<file path="src/rtl/agat_int_timer_if.sv">
// Signal bundle between the Agat-9 CPU glue (master) and the periodic interrupt timer (slave).
interface agat_int_timer_if;
  logic       int_en;
  logic       irq_ack;
  logic       vnmi;
  logic       virq;
  logic       irq_pend;
  logic       overrun;
  logic [7:0] frame_cnt;

  modport master (
    output int_en, irq_ack,
    input  vnmi, virq, irq_pend, overrun, frame_cnt
  );

  modport slave (
    input  int_en, irq_ack,
    output vnmi, virq, irq_pend, overrun, frame_cnt
  );
endinterface

</file>
<file path="src/rtl/agat_int_timer.sv">
// Periodic interrupt source for the Agat-9 core: 500 Hz level IRQ (virq) and 50 Hz
// NMI pulse (vnmi), gated by int_en, plus frame counter and status for readback.
module agat_int_timer #(
  parameter int CLK_HZ     = 50000000,
  parameter int IRQ_HZ     = 500,
  parameter int NMI_DIV    = 10,
  parameter int PULSE_CLKS = 64
) (
  input  logic             clk,
  input  logic             interreset,
  agat_int_timer_if.slave  bus
);

  localparam int PRESCALE = CLK_HZ / IRQ_HZ;
  localparam int PW = (PRESCALE > 1) ? $clog2(PRESCALE) : 1;
  localparam int DW = (NMI_DIV > 1) ? $clog2(NMI_DIV) : 1;
  localparam logic [PW-1:0] P_LAST = PW'(PRESCALE - 1);
  localparam logic [DW-1:0] D_LAST = DW'(NMI_DIV - 1);
  localparam logic [7:0]    W_LOAD = 8'(PULSE_CLKS - 1);

  typedef enum logic {IRQ_IDLE, IRQ_PEND} irq_st_t;
  typedef enum logic {NMI_IDLE, NMI_LOW}  nmi_st_t;

  logic [PW-1:0] r_pcnt;
  logic [DW-1:0] r_dcnt;
  logic [7:0]    r_frame;
  logic          r_ack_s1, r_ack_s2, r_ack_s3;
  irq_st_t       r_irq_st, w_irq_nx;
  nmi_st_t       r_nmi_st, w_nmi_nx;
  logic [7:0]    r_wcnt, w_wcnt_nx;
  logic          r_virq, r_vnmi, r_overrun;
  logic          w_tick500, w_tick50, w_ack_p, w_ovr_set;

  assign w_tick500 = (r_pcnt == P_LAST);
  assign w_tick50  = w_tick500 & (r_dcnt == D_LAST);
  // r_ack_s1/s2 form the synchronizer; s3 only remembers the previous synced value
  assign w_ack_p   = r_ack_s2 & ~r_ack_s3;

  always_ff @(posedge clk or posedge interreset) begin
    if (interreset) begin
      r_pcnt   <= '0;
      r_dcnt   <= '0;
      r_frame  <= '0;
      r_ack_s1 <= 1'b0;
      r_ack_s2 <= 1'b0;
      r_ack_s3 <= 1'b0;
    end else begin
      r_pcnt   <= w_tick500 ? '0 : r_pcnt + PW'(1);
      if (w_tick500)
        r_dcnt <= (r_dcnt == D_LAST) ? '0 : r_dcnt + DW'(1);
      if (w_tick50)
        r_frame <= r_frame + 8'd1;
      r_ack_s1 <= bus.irq_ack;
      r_ack_s2 <= r_ack_s1;
      r_ack_s3 <= r_ack_s2;
    end
  end

  // IRQ: a new tick beats a same-cycle ack; an acked tick is not an overrun
  always_comb begin
    w_irq_nx  = r_irq_st;
    w_ovr_set = 1'b0;
    if (w_tick500 && bus.int_en) begin
      w_irq_nx  = IRQ_PEND;
      w_ovr_set = (r_irq_st == IRQ_PEND) && !w_ack_p;
    end else if (r_irq_st == IRQ_PEND && (w_ack_p || !bus.int_en)) begin
      w_irq_nx  = IRQ_IDLE;
    end
  end

  always_ff @(posedge clk or posedge interreset) begin
    if (interreset) begin
      r_irq_st  <= IRQ_IDLE;
      r_virq    <= 1'b1;
      r_overrun <= 1'b0;
    end else begin
      r_irq_st <= w_irq_nx;
      r_virq   <= (w_irq_nx != IRQ_PEND);
      if (w_ovr_set)
        r_overrun <= 1'b1;
    end
  end

  // NMI pulse: a tick during LOW reloads the width without releasing vnmi
  always_comb begin
    w_nmi_nx  = r_nmi_st;
    w_wcnt_nx = r_wcnt;
    if (w_tick50 && bus.int_en) begin
      w_nmi_nx  = NMI_LOW;
      w_wcnt_nx = W_LOAD;
    end else if (r_nmi_st == NMI_LOW) begin
      if (r_wcnt == 8'd0)
        w_nmi_nx  = NMI_IDLE;
      else
        w_wcnt_nx = r_wcnt - 8'd1;
    end
  end

  always_ff @(posedge clk or posedge interreset) begin
    if (interreset) begin
      r_nmi_st <= NMI_IDLE;
      r_wcnt   <= 8'd0;
      r_vnmi   <= 1'b1;
    end else begin
      r_nmi_st <= w_nmi_nx;
      r_wcnt   <= w_wcnt_nx;
      r_vnmi   <= (w_nmi_nx != NMI_LOW);
    end
  end

  assign bus.vnmi      = r_vnmi;
  assign bus.virq      = r_virq;
  assign bus.irq_pend  = (r_irq_st == IRQ_PEND);
  assign bus.overrun   = r_overrun;
  assign bus.frame_cnt = r_frame;

endmodule

</file>
<file path="src/flat_wrapper.sv">
// flat-port wrapper written by rule: the top's interface ports become plain ports
module agat_int_timer_flat 
#(
  parameter int CLK_HZ     = 50000000,
  parameter int IRQ_HZ     = 500,
  parameter int NMI_DIV    = 10,
  parameter int PULSE_CLKS = 64
)
  (clk, interreset, bus_int_en, bus_irq_ack, bus_vnmi, bus_virq, bus_irq_pend, bus_overrun, bus_frame_cnt);
  agat_int_timer_if bus_i ();
  input  logic clk;
  input  logic interreset;
  input wire logic [$bits(bus_i.int_en)-1:0] bus_int_en;
  input wire logic [$bits(bus_i.irq_ack)-1:0] bus_irq_ack;
  output wire logic [$bits(bus_i.vnmi)-1:0] bus_vnmi;
  output wire logic [$bits(bus_i.virq)-1:0] bus_virq;
  output wire logic [$bits(bus_i.irq_pend)-1:0] bus_irq_pend;
  output wire logic [$bits(bus_i.overrun)-1:0] bus_overrun;
  output wire logic [$bits(bus_i.frame_cnt)-1:0] bus_frame_cnt;
  assign bus_i.int_en = bus_int_en;
  assign bus_i.irq_ack = bus_irq_ack;
  assign bus_vnmi = bus_i.vnmi;
  assign bus_virq = bus_i.virq;
  assign bus_irq_pend = bus_i.irq_pend;
  assign bus_overrun = bus_i.overrun;
  assign bus_frame_cnt = bus_i.frame_cnt;
  agat_int_timer #(.CLK_HZ(CLK_HZ), .IRQ_HZ(IRQ_HZ), .NMI_DIV(NMI_DIV), .PULSE_CLKS(PULSE_CLKS)) u_core (.clk(clk), .interreset(interreset), .bus(bus_i));
endmodule
</file>
<file path="config.mk">
export PLATFORM = sky130hd
export DESIGN_NAME = agat_int_timer_flat
export DESIGN_NICKNAME = d
export VERILOG_FILES = /design/src/rtl/agat_int_timer_if.sv /design/src/rtl/agat_int_timer.sv /design/src/flat_wrapper.sv
export SDC_FILE = /design/constraint.sdc
export NUM_CORES = 1
export LEC_CHECK = 0
export ABC_CLOCK_PERIOD_IN_PS = 1700
export BUFFER_PORTS_ARGS = -buffer_cell sky130_fd_sc_hd__buf_2
export CAP_MARGIN = 20
export CORE_ASPECT_RATIO = 1.1
export CORE_MARGIN = 2
export CORE_UTILIZATION = 50
export CTS_CLUSTER_SIZE = 14
export DETAILED_ROUTE_END_ITERATION = 12
export PLACE_DENSITY = 0.71
export SETUP_SLACK_MARGIN = 0.05
export SLEW_MARGIN = 20
export SYNTH_ARGS = -nofsm -noshare
export SYNTH_HDL_FRONTEND = slang
export SYNTH_SLANG_ARGS = --single-unit
</file>
<file path="constraint.sdc">
create_clock -name clk -period 1.7 [get_ports clk]
set_input_delay 0.085 -clock clk [delete_from_list [all_inputs] [get_ports clk]]
set_output_delay 0.085 -clock clk [all_outputs]
set_load 0.01 [all_outputs]
</file>
==> results of run 1 <==
path summary, 6_finish.rpt:
| kind | startpoint | endpoint | slack [ps] |
|---|---|---|---|
| max in group asynchronous | interreset | u_core.bus.virq | 820 |
| worst max register to register | u_core.r_pcnt[14] | u_core.r_dcnt[1] | -170 |
| worst min-delay path | bus_int_en | u_core.bus.irq_pend | 120 |
| min in group asynchronous | interreset | u_core.bus.frame_cnt[7] | 480 |
| worst min register to register | u_core.r_ack_s1 | u_core.r_ack_s2 | 360 |
| worst max-delay path | u_core.r_pcnt[14] | u_core.r_dcnt[1] | -170 |
layout make-up:
cell class	instances	area, µm²	share of cell area
Sequential cell	45	1130	0.405
Clock buffer	6	72.6	0.0260
Clock inverter	2	10.0	0.00359
Tap cell	52	65.1	0.0233
Multi-Input combinational cell	128	1080	0.389
Timing Repair Buffer	52	399	0.143
Inverter	8	30.0	0.0108
synth_stat cells (all sizes together) (2+ instances only):
library cell / count / area (µm²)
nor3: 2 / 10.0
a21oi: 4 / 20.0
or4: 4 / 33.8
and4: 4 / 35.0
and2: 6 / 37.5
nand3b: 3 / 22.5
buf: 2 / 18.8
dfrtp: 43 / 1080
a22o: 2 / 17.5
or4b: 2 / 20.0
a211oi: 2 / 15.0
mux2: 3 / 37.5
nand4: 10 / 62.6
nand2b: 3 / 18.8
inv: 8 / 30.0
nor4: 2 / 27.5
nand4b: 3 / 26.3
a21boi: 2 / 15.0
xor2: 8 / 70.1
a31o: 2 / 17.5
nand2: 13 / 48.8
mux2i: 3 / 30.0
dfstp: 2 / 52.6
and3: 4 / 25.0
nor2: 9 / 33.8
nand3: 8 / 45.0
xnor2: 16 / 140
ha: 4 / 50.1
kinds of logic after synthesis:
| group | after synthesis | share of synthesized area |
|---|---|---|
| AND/OR/NAND/NOR | 77 | 0.228 |
| adder cells (fa/ha/maj) | 4 | 0.0238 |
| multiplexers | 6 | 0.0322 |
| flip-flops | 45 | 0.537 |
| buffers and inverters | 11 | 0.0250 |
| XOR/XNOR | 24 | 0.100 |
| AO/OA/AOI/OAI | 16 | 0.0536 |
registers in the layout (all words and copies together) (netlist names):
signal                cells
u_core.bus.frame_cnt      8
u_core.bus.overrun        1
u_core.r_pcnt            17
u_core.r_dcnt             4
u_core.r_nmi_st           1
u_core.bus.vnmi           1
u_core.r_ack_s1           1
u_core.r_ack_s2           1
u_core.r_wcnt             8
u_core.r_ack_s3           1
u_core.bus.irq_pend       1
u_core.bus.virq           1
power breakdown:
group / leakage, nW / switching, mW / internal [mW] / total [mW]
clock network: 0.0450 / 0.340 / 0.285 / 0.625
logic: 0.699 / 0.0244 / 0.00737 / 0.0317
registers: 0.575 / 0.00131 / 1.07 / 1.07
total: 1.32 / 0.366 / 1.37 / 1.73
timing repair:
item,in CTS,in global routing
setup endpoints to repair,29,34
pin swaps,10,5
buffers inserted,6,3
hold buffers,2,0
cloned,1,1
resized for setup,22,14
endpoints found under the hold margin,44,0
metrics by stage:
step	power, mW	hold WS (ps)	TNS, ps
6_report	1.73	123	-3260
5_1_grt	1.81	118	-5340
4_1_cts	1.75	89.9	-2370
3_5_place_dp	1.12	195	-2230
3_3_place_gp	1.12	196	-1150
2_1_floorplan	1.11	116	-174
critical path, cell delays in order, from the launching register on:
cell,delay [ps]
dfrtp_1,410
or4_4,560
nor4_4,240
buf_6,190
nand2_2,60
mux2_4,300
metal layers:
| layer | routed length, µm | vias up | global-route usage |
|---|---|---|---|
| met4 | 13 | 0 | 0.0347 |
| met1 | 1960 | 763 | 0.276 |
| met2 | 2390 | 28 | 0.342 |
| met3 | 130 | 2 | 0.0512 |
| li1 | - | 770 | - |
| met5 | 0 | - | 0 |
==> metrics, run 1 <==
fin crit period=1870 ps; slew at the pin with the worst max-slew slack=between 500 and 600 ps; Total Die Area=about 4700 µm²; Port-buffer cells=15; vertical extent of the die=about 72 µm; Async SR Flop Fraction=1.00; number of cells on the worst hold path=2; mean cell area of the mapped netlist=between 10 and 15 µm²; number of hold-slack violations in the final timing report=0; first-pass GRT wire length=between 7 and 8 mm; Netlist cell types=44; initial standard-cell utilization of the core=0.526; Critical Path End Type=flip-flop; clock sink count=45; final wirelength=4.49 mm; most common cell after layout, fill and taps aside=dfrtp_1; clock latency on the worst-skew pair=between 200 and 300 ps; die width=approximately 66 µm; most used cells in the layout excluding fill and tap cells=43 x dfrtp_1, 24 x buf_4, 15 x buf_2, 14 x xnor2_1, 11 x buf_6; placed cell count=272; type of the tightest min-delay check=in2reg; violated checks=setup timing; post-synthesis sequential element count=between 40 and 50; RePlAce Congestion=about 0.90; TritonCTS clock tree=built; result of the run=complete, but fails checks; ratio of final minimum period to clock period=1.10; Max Buffers Root-to-Sink=2; final worst-path setup slack=-171 ps; cell area after synthesis=2100 µm²; All-Layer GR Usage=0.205; total placed instance area=2450 µm²; depth of the CTS H-tree=2; unrepaired setup endpoints after global routing=yes; Post-synth EDFFs=0; Detail Route Antenna Nets=0; Setup WS pre-CTS=-176 ps; Power Density=a little over 600 nW/µm²; IR Drop Worst-Case VDD=a little over 600 µV; std cell rows=24; number of optimization iterations in the first detailed-route pass=4; most frequently used flop master after synthesis=dfrtp_1; final setup vio count=33; fraction of the yosys area taken by sequential cells=0.537; total congestion overflow after global routing=0; pin count of the biggest net entering global routing=46; Worst Skew=roughly 6 ps; initial detailed-routing violation count=between 40 and 50; via density per instance=approximately 5.3; final cell area excluding filler cells=around 2800 µm²; vias=around 1600; number of antenna violations at the first check in global routing=0; logic depth of the worst register-to-register path=5; gate count after technology mapping=between 150 and 200; post-layout utilization of the core=0.698; area inside the core boundary=3990 µm²; half-perimeter wire length after detailed placement=between 2 and 3 mm; Critical Path Fanout Max=5; Syn Nets=roughly 190; share of layout cells above drive strength 1=0.382; Critical Path Source Type=flip-flop; vias in the first global route=1564; residual DRC count=0; final cell count without fillers=293; clock input transition at the sequential cells of the worst setup and hold paths=~80 ps; Max-cap violations=0; number of diodes added for antenna fixing=0; post-detailed-route wirelength per cell=around 15 µm; WP data required=1870 ps; final-report max-slew violation count=0; worst max-slew margin expressed relative to the limit=0.630; Max Freq=around 530 MHz; Nets=248; root buffer cell=clkbuf_8; TritonCTS Buffers=5; area growth from synthesis to layout=32.8%; count of boundary I/O pins=16; critical path class=reg2reg; leakage power summed over all cells=between 1 and 1.5 nW; count of yosys warnings during synthesis=0; Data arrival, critical path=about 2000 ps; total of fill cells in the finished design=281
(Power assumes the default switching activity.)
==> run 2, diff against run 1 <==
==> constraint.sdc (replaced) <==
create_clock -name clk -period 1.7 [get_ports clk]
set_input_delay 0.085 -clock clk [delete_from_list [all_inputs] [get_ports clk]]
set_output_delay 0.085 -clock clk [all_outputs]
set_load 0.1 [all_outputs]
==> run 2 against run 1 <==
Compared with the run above: the run still ends with setup timing left; clock power up 14%; maximum frequency fell by 0.29%; power grew 5.2%; worst setup slack got worse by 5.4 ps; sequential share of layout area fell by 0.33 points; via count up 4.2%; final cell count is 1.7% higher; sequential power is essentially flat; critical endpoint is now u_core.bus.frame_cnt[1]; die area did not move; register-to-register slack is essentially flat.
==> metrics, run 2 (synthesis results as in run 1) <==
number of antenna violations at the first check in global routing=0 (unchanged); Max Freq=533 MHz (-0.29%); Max-cap violations=0 (unchanged); pin count of the biggest net entering global routing=32 (-30%); slew at the pin with the worst max-slew slack=504 ps (-51.1 ps); ratio of final minimum period to clock period=1.10 (+0.00317); die width=65.8 µm (unchanged); Detail Route Antenna Nets=0 (unchanged); std cell rows=24 (unchanged); WP data required=1890 ps (+20 ps); total congestion overflow after global routing=0 (unchanged); Critical Path End Type=flip-flop; result of the run=complete, but fails checks; Hold Slack=73.7 ps (-49.7 ps); type of the tightest min-delay check=in2reg; via density per instance=5.47 (+2.5%); initial standard-cell utilization of the core=0.526 (unchanged); Total Die Area=4740 µm² (unchanged); number of cells on the worst hold path=2 (unchanged); Port-buffer cells=15 (unchanged); setup TNS=-2220 ps (+1040 ps); number of diodes added for antenna fixing=0 (unchanged); register name with the most flops=u_core.r_pcnt; TritonCTS Buffers=5 (unchanged); Max Buffers Root-to-Sink=2 (unchanged); logic depth of the worst register-to-register path=6 (+1); post-detailed-route wirelength per cell=16.4 µm (+7.3%); worst reg2reg setup slack=-180 ps (about the same); Data arrival, critical path=2060 ps (about the same); IR Drop Worst-Case VDD=608 µV (-0.50%); worst max-slew margin expressed relative to the limit=0.667 (+0.0364); area inside the core boundary=3990 µm² (unchanged); clock input transition at the sequential cells of the worst setup and hold paths=80 ps (about the same); unrepaired setup endpoints after global routing=yes; final-report max-slew violation count=0 (unchanged); leakage power summed over all cells=1.33 nW (+0.64%); final wirelength=4.90 mm (+9.2%); Power Density=644 nW/µm² (+3.8%); RePlAce Congestion=0.800 (-11%); Setup WS pre-CTS=-203 ps (-27.2 ps); Worst Min Path Start=bus_int_en; clock sink count=45 (unchanged); half-perimeter wire length after detailed placement=3.20 mm (+11%); Worst Skew=9.78 ps (+3.73 ps); TritonCTS clock tree=built; vias=1629 (+4.2%); final setup vio count=20 (-39%); vertical extent of the die=72.0 µm (unchanged); depth of the CTS H-tree=2 (unchanged); count of boundary I/O pins=16 (unchanged); initial detailed-routing violation count=60 (+25%); most common cell after layout, fill and taps aside=dfrtp_1; most used cells in the layout excluding fill and tap cells=38 x dfrtp_1, 34 x buf_4, 15 x xnor2_1, 15 x buf_2; area growth from synthesis to layout=34.6%; RR Endpoint=u_core.bus.frame_cnt[1]; residual DRC count=0 (unchanged); vias in the first global route=1671 (+6.8%); critical path class=reg2reg; endpoint of the worst hold path=u_core.bus.irq_pend; first-pass GRT wire length=8.02 mm (+7.4%); flip-flop count of the largest register after layout=17 (unchanged); source of the worst register-to-register timing path=u_core.r_pcnt[14]; number of optimization iterations in the first detailed-route pass=5 (+1); Critical Path Source Type=flip-flop; final worst-path setup slack=-176 ps (-5.39 ps); final cell area excluding filler cells=2830 µm² (+1.4%); Nets=253 (+2.0%); Overall Power=1.82 mW (+5.2%); violated checks=setup timing; root buffer cell=clkbuf_8; total placed instance area=2530 µm² (+3.2%); clock latency on the worst-skew pair=300 ps (about the same); number of hold-slack violations in the final timing report=0 (unchanged); share of layout cells above drive strength 1=0.398 (+0.0166); All-Layer GR Usage=0.223 (+0.0184); Critical Path Fanout Max=7 (+2); fin crit period=1880 ps (+5.39 ps)
==> run 2: cell count changes in the layout (fill, tap and decap cells not counted), moves of 2 or more <==
cell | previous run | this run
buf_6 | 11 | 5
nand2_1 | 8 | 10
dfrtp_2 | 0 | 5
buf_4 | 24 | 34
clkbuf_8 | 5 | 7
dfrtp_1 | 43 | 38
==> run 2: critical path: stages (launching register included) <==
cell     delay, ps
dfrtp_1        400
or4_4          560
nor4_4         140
buf_4          180
buf_12         130
nand2_2         70
mux2_4         290
==> run 2: area by class of cell <==
type	instances	area [µm²]
Fill cell	273	1170
Sequential cell	45	1130
Multi-Input combinational cell	127	1040
Timing Repair Buffer	58	452
Clock buffer	7	96.3
Tap cell	52	65.1
Inverter	8	30.0
Clock inverter	1	5.00
==> run 2: timing repair <==
item,CTS,global route
setup endpoints to repair,25,34
gates cloned,0,1
hold buffers,2,0
gates resized for setup,13,9
pin swaps,1,5
endpoints found under the hold margin,44,0
buffers inserted,5,2
==> run 2: power breakdown <==
part / switching [mW] / internal [mW]
Clock: 0.348 / 0.367
Combinational: 0.0236 / 0.00893
Sequential: 0.00120 / 1.07
==> run 2: layer usage <==
metal / GRT usage / wire length (µm)
met5: 0 / 0
met4: 0.0926 / 189
met3: 0.0419 / 143
met2: 0.387 / 2650
met1: 0.272 / 1910
==> run 2: per-stage QoR <==
step,utilization,std cells
5_1_grt,0.708,298
2_1_floorplan,-,183
4_1_cts,0.688,295
6_report,0.708,298
3_3_place_gp,0.633,280
3_5_place_dp,0.633,280
==> run 2: worst max-delay path by stage <==
stage / startpoint / slack, ps / cells after the start / to
floorplan: u_core.r_wcnt[1] / -90 / 6 / u_core.r_wcnt[7]
global placement: u_core.r_wcnt[1] / -150 / 6 / u_core.r_wcnt[7]
detailed placement: u_core.r_wcnt[1] / -200 / 6 / u_core.r_wcnt[7]
CTS: u_core.r_wcnt[0] / -180 / 6 / u_core.r_wcnt[7]
global route: u_core.r_pcnt[14] / -250 / 7 / u_core.bus.frame_cnt[2]
finish: u_core.r_pcnt[14] / -180 / 6 / u_core.bus.frame_cnt[1]
